==> src/rtl/cpu_ctrl.sv <==
// Multi-cycle control unit for the 8-bit, 4-register CPU: owns PC/IR, sequences
// fetch/decode/exec/mem/writeback. Define RETIRE_CNT_EN to add the retire_cnt output.
module cpu_ctrl #(
  parameter int unsigned PC_W = 8,
  parameter int unsigned IW   = 16
) (
  input  logic            clk,
  input  logic            rst_n,
  output logic [PC_W-1:0] imem_addr,
  output logic            imem_req,
  input  logic            imem_ready,
  input  logic [IW-1:0]   imem_data,
  output logic            dmem_req,
  output logic            dmem_we,
  output logic [7:0]      dmem_addr,
  input  logic            dmem_ready,
  input  logic [7:0]      alu_s,
  input  logic            zeroout,
  output logic [1:0]      Rs,
  output logic [1:0]      Rt,
  output logic [1:0]      Rd,
  output logic [7:0]      imm,
  output logic [2:0]      alucs,
  output logic            selscrB,
  output logic            regdes,
  output logic            memtoreg,
  output logic            regwrite,
  output logic            flagwrite,
`ifdef RETIRE_CNT_EN
  output logic            halted,
  output logic [15:0]     retire_cnt
`else
  output logic            halted
`endif
);

  localparam logic [3:0] OpAddi = 4'h5;
  localparam logic [3:0] OpLd   = 4'h6;
  localparam logic [3:0] OpSt   = 4'h7;
  localparam logic [3:0] OpBeqz = 4'h8;
  localparam logic [3:0] OpJmp  = 4'h9;
  localparam logic [3:0] OpHalt = 4'hF;

  typedef enum logic [2:0] {StFetch, StDecode, StExec, StMem, StWb, StHalt} state_e;

  state_e          state_q, state_d;
  logic [PC_W-1:0] pc_q, pc_d;
  logic [IW-1:0]   ir_q, ir_d;
  logic [7:0]      daddr_q, daddr_d;
  logic [3:0]      op;
  logic            is_rtype;

  assign op       = ir_q[15:12];
  assign is_rtype = (op <= 4'h4);

  assign imem_addr = pc_q;
  assign dmem_addr = daddr_q;
  assign Rs        = ir_q[11:10];
  assign Rt        = ir_q[9:8];
  assign Rd        = ir_q[7:6];
  assign imm       = ir_q[7:0];

  always_ff @(posedge clk or negedge rst_n) begin
    if (!rst_n) begin
      state_q <= StFetch;
      pc_q    <= '0;
      ir_q    <= '0;
      daddr_q <= '0;
    end else begin
      state_q <= state_d;
      pc_q    <= pc_d;
      ir_q    <= ir_d;
      daddr_q <= daddr_d;
    end
  end

  always_comb begin
    state_d = state_q;
    pc_d    = pc_q;
    ir_d    = ir_q;
    daddr_d = daddr_q;
    case (state_q)
      StFetch: begin
        if (imem_ready) begin
          ir_d    = imem_data;
          pc_d    = pc_q + PC_W'(1);
          state_d = StDecode;
        end
      end
      StDecode: state_d = StExec;
      StExec: begin
        state_d = StFetch;
        case (op)
          OpLd, OpSt: begin
            daddr_d = alu_s;
            state_d = StMem;
          end
          // Taken branch overrides the increment already applied in fetch.
          OpBeqz: if (zeroout) pc_d = PC_W'(imm);
          OpJmp:  pc_d = PC_W'(imm);
          OpHalt: state_d = StHalt;
          default: ;
        endcase
      end
      StMem: begin
        if (dmem_ready) state_d = (op == OpLd) ? StWb : StFetch;
      end
      StWb:    state_d = StFetch;
      StHalt:  state_d = StHalt;
      default: state_d = StFetch;
    endcase
  end

  always_comb begin
    imem_req  = 1'b0;
    dmem_req  = 1'b0;
    dmem_we   = 1'b0;
    alucs     = 3'b000;
    selscrB   = 1'b0;
    regdes    = 1'b0;
    memtoreg  = 1'b0;
    regwrite  = 1'b0;
    flagwrite = 1'b0;
    halted    = 1'b0;
    case (state_q)
      // Reset state is FETCH, so gate the request to drop it while reset is held.
      StFetch: imem_req = rst_n;
      StExec: begin
        if (is_rtype) begin
          alucs     = op[2:0];
          regdes    = 1'b1;
          regwrite  = 1'b1;
          flagwrite = 1'b1;
        end else if (op == OpAddi) begin
          selscrB   = 1'b1;
          regwrite  = 1'b1;
          flagwrite = 1'b1;
        end else if (op == OpLd || op == OpSt) begin
          selscrB   = 1'b1;
        end
      end
      StMem: begin
        dmem_req = 1'b1;
        dmem_we  = (op == OpSt);
      end
      StWb: begin
        memtoreg = 1'b1;
        regwrite = 1'b1;
      end
      StHalt:  halted = 1'b1;
      default: ;
    endcase
  end

`ifdef RETIRE_CNT_EN
  logic [15:0] retire_cnt_q, retire_cnt_d;
  logic        retire;

  always_comb begin
    retire = ((state_q == StExec) && (op != OpLd) && (op != OpSt)) ||
             ((state_q == StMem) && dmem_ready && (op == OpSt)) ||
             (state_q == StWb);
    retire_cnt_d = retire ? retire_cnt_q + 16'd1 : retire_cnt_q;
  end

  always_ff @(posedge clk or negedge rst_n) begin
    if (!rst_n) retire_cnt_q <= '0;
    else        retire_cnt_q <= retire_cnt_d;
  end

  assign retire_cnt = retire_cnt_q;
`endif

endmodule

==> config.mk <==
export PLATFORM = sky130hd
export DESIGN_NAME = cpu_ctrl
export DESIGN_NICKNAME = d
export VERILOG_FILES = /design/src/rtl/cpu_ctrl.sv
export SDC_FILE = /design/constraint.sdc
export NUM_CORES = 1
export LEC_CHECK = 0
export BUFFER_PORTS_ARGS = -buffer_cell sky130_fd_sc_hd__buf_2
export CAP_MARGIN = 0
export CORE_MARGIN = 5
export CORE_UTILIZATION = 45
export CTS_CLUSTER_SIZE = 14
export DETAILED_ROUTE_END_ITERATION = 16
export HOLD_SLACK_MARGIN = 0.03
export PLACE_DENSITY = 0.83
export SYNTH_ARGS = -nofsm -noshare
export SYNTH_HDL_FRONTEND = slang
export SYNTH_SLANG_ARGS = --single-unit
==> constraint.sdc <==
create_clock -name clk -period 2.4 [get_ports clk]
set_clock_uncertainty 0.2 [all_clocks]
set_input_delay 0.48 -clock clk [delete_from_list [all_inputs] [get_ports clk]]
set_output_delay 0.48 -clock clk [all_outputs]
set_load 0.01 [all_outputs]
==> flow_metrics.py <==
metrics = {
    "outcome": {
        "status": "complete, no violations",
    },
    "worst_setup_path": {
        "arrival_ns": 1.57,
        "kind_of_critical_path": "register to output port",
        "critPathRequiredTime_ns": 1.72,
        "timing.critical_path.from_type": "register",
        "cp-end-kind": "output port",
        "timing.rr.start": "state_q[0]$_DFFE_PN0P_",
        "path_max_fanout": 4,
        "beginning_of_the_critical_path": "state_q[0]$_DFFE_PN0P_",
    },
    "yosys": {
        "synthDominantCellAreaShare": 0.4848,
        "synthesis.yosys.warnings": 0,
        "synth.area.top_cells": "sky130_fd_sc_hd__dfrtp_1 48%, sky130_fd_sc_hd__mux2_2 14%, sky130_fd_sc_hd__buf_4 6.2%, sky130_fd_sc_hd__nand2_1 3.9%, sky130_fd_sc_hd__a21oi_1 2.8%",
        "register_bit_total_from_synthesis": 35,
        "synth_ff_type": "sky130_fd_sc_hd__dfrtp_1",
        "synth.net_count": 199,
        "synthesis.instances": 169,
        "synth.area.mux_share": 0.1427,
        "synth_adder_area_share": 0.006925,
        "synthArstFlopShare": 1.000,
        "synth_top_family_by_area": "simple AND/OR/NAND/NOR gates",
        "count_of_distinct_cell_types_in_the_synthesized_netlist": 34,
        "yosysSeqAreaShare": 0.4848,
        "netlist.top_cell.by_area": "sky130_fd_sc_hd__dfrtp_1",
        "synth_xor_xnor_area_share": 0,
        "syn_area_per_cell_um2": 10.69,
        "synth_enable_flop_cells": 0,
        "synth_compound_gate_area_share": 0.09349,
        "synth_simple_gate_area_frac": 0.1773,
        "syn-cell-area_um2": 1807,
    },
    "cts": {
        "clk_root_buffer_cell": "sky130_fd_sc_hd__clkbuf_8",
        "cts-buffers-inserted": 5,
        "clk-insertion-delay-late_ns": 0.28,
        "htree_levels": 2,
        "tritoncts": "done",
        "numClockSinks": 35,
        "cts_buffer_depth": 2,
        "clkSlewWorstSetupHoldPaths_ns": 0.08,
    },
    "timing": {
        "finalSetupViolCount": 0,
        "totalNegativeSetupSlack_ns": 0,
        "tightest_slew_ns": 0.5585,
        "drv_slew": 0,
        "fmax_mhz": 445.0,
        "final.setup.worst_slack_ns": 0.1529,
        "finalHoldWorstSlack_ns": 0.02627,
        "period_minus_slack_ns": 2.247,
        "timing.max_slew.rel_slack": 0.6227,
        "rsz_0062_raised_after_global_routing": "false",
        "finalHoldViolCount": 0,
        "period_share": 0.9363,
    },
    "floorplanning": {
        "start_util": 0.4583,
        "ioPinCount": 71,
        "floorplan.core_area_um2": 3943,
        "chip_width_um": 73.37,
        "placement_rows": 23,
        "die-height_um": 73.37,
        "fp.dieArea_um2": 5382,
    },
    "drt": {
        "viasPerCell": 5.057,
        "drt_drc_violations_left": 0,
        "dr.pass1.iters": 4,
        "first_iter_violations": 60,
        "detail-route-antenna-nets": 0,
        "routed-via-count": 1426,
        "wl_per_cell_um": 14.01,
        "finalWirelength_um": 3951,
    },
    "final_layout": {
        "antenna_cells_inserted": 0,
        "post-route-util": 0.5662,
        "layout.nets": 261,
        "final.fill_count": 367,
        "layout.cell_area.non_filler_um2": 2232,
        "final-instance-count-excl-fill": 282,
        "top_library_cells_by_usage_in_the_layout_fill_and_taps_aside": "70 x sky130_fd_sc_hd__buf_2, 35 x sky130_fd_sc_hd__dfrtp_1, 22 x sky130_fd_sc_hd__mux2_2",
        "syn_to_layout_area_delta_pct": 23.55,
        "layout.cells.most_common": "sky130_fd_sc_hd__buf_2",
        "layout-drive-gt1-share": 0.5043,
    },
    "global_route": {
        "gr-total-overflow": 0,
        "grt.total_usage": 0.1538,
        "number_of_global_route_vias_before_repair": 1404,
        "global_route_wire_length_before_repair_um": 6437,
        "grt_antenna_before_repair": 0,
        "grt_start_max_net_pins": 36,
    },
    "pwr": {
        "ir_worst_vdd_mv": 0.4500,
        "static-leakage-power_nw": 1.208,
        "power_density_nw_per_um2": 528.5,
        "power_mw": 1.180,
    },
    "placed_design": {
        "gp_congestion": 0.7652,
        "detailed_place_hpwl_um": 3024,
        "place_area_um2": 2116,
        "placed_cells": 274,
        "port_buffers": 70,
        "dp_slack_ns": 0.3083,
    },
    "run": {
        "drv.max_cap_violation_count": 0,
    },
    "worst_hold_path": {
        "hold_class": "primary input to async pin",
    },
}
-- synth_stat cells (2+ instances only) --
master	count
sky130_fd_sc_hd__and3_1	3
sky130_fd_sc_hd__buf_6	2
sky130_fd_sc_hd__nor3_1	5
sky130_fd_sc_hd__mux2_2	22
sky130_fd_sc_hd__nand3_1	6
sky130_fd_sc_hd__inv_1	4
sky130_fd_sc_hd__o21ai_0	7
sky130_fd_sc_hd__a41oi_1	2
sky130_fd_sc_hd__clkbuf_1	3
sky130_fd_sc_hd__and2_1	5
sky130_fd_sc_hd__nor2_1	5
sky130_fd_sc_hd__nand2_1	19
sky130_fd_sc_hd__nor2b_1	4
sky130_fd_sc_hd__dfrtp_1	35
sky130_fd_sc_hd__buf_4	15
sky130_fd_sc_hd__buf_2	2
sky130_fd_sc_hd__nor4b_1	2
sky130_fd_sc_hd__a21oi_1	10
sky130_fd_sc_hd__or2_2	3
-- cells by family after synthesis --
group | Yosys count
AOI/OAI and AO/OA | 27
adders and majority gates | 1
buffers and inverters | 26
DFF | 35
muxes | 23
and+or+nand+nor | 57
-- flip-flops by register name, indices dropped and copies added (netlist names) --
signal and count:
dmem_addr 8, ir_q 16, imem_addr 8, state_q 3
-- critical path, stage by stage, from the launching register on --
cell	delay, ns
sky130_fd_sc_hd__dfrtp_1	0.38
sky130_fd_sc_hd__or3b_4	0.44
sky130_fd_sc_hd__nor2_2	0.12
sky130_fd_sc_hd__and2_1	0.14
sky130_fd_sc_hd__or2_2	0.10
sky130_fd_sc_hd__buf_2	0.11
-- where the power goes --
part / total, mW / internal, mW / switching (mW)
Combinational: 0.0853 / 0.0445 / 0.0408
Clock: 0.470 / 0.261 / 0.209
Sequential: 0.624 / 0.607 / 0.0176
-- final timing paths --
kind | to | slack (ns) | cells after the start
max | regwrite | 0.15 | 5
min | imem_addr[6]$_DFFE_PN0P_ | 0.03 | 2
max reg2reg | dmem_addr[7]$_DFFE_PN0P_ | 0.45 | 3
min reg2reg | ir_q[9]$_DFFE_PN0P_ | 0.30 | 1
max in group asynchronous | ir_q[15]$_DFFE_PN0P_ | 1.65 | 2
min in group clk | ir_q[4]$_DFFE_PN0P_ | 0.19 | 3
-- layout make-up --
class,count,area [µm²],area share
inverters,4,15.01,0.006726
clock inverters,1,7.507,0.003363
multi-input cells,108,772.0,0.3459
clock buffers,7,96.34,0.04316
flip-flops and latches,35,875.8,0.3924
well taps,50,62.56,0.02803
repair buffers,77,402.9,0.1805
-- routing by layer --
metal	vias to the layer above	global-route usage	routed length [µm]
met2	38	0.2602	2024
met4	0	0.05433	49
li1	706	-	-
met3	5	0.04514	270
met1	677	0.1858	1607
met5	-	0	0
-- what timing repair did --
item,CTS,global route
hold buffers,0,0
resized for setup,1,3
setup buffers,0,0
gates cloned,0,0
setup endpoints to repair,3,6
Power figures use the tool's default switching activity.
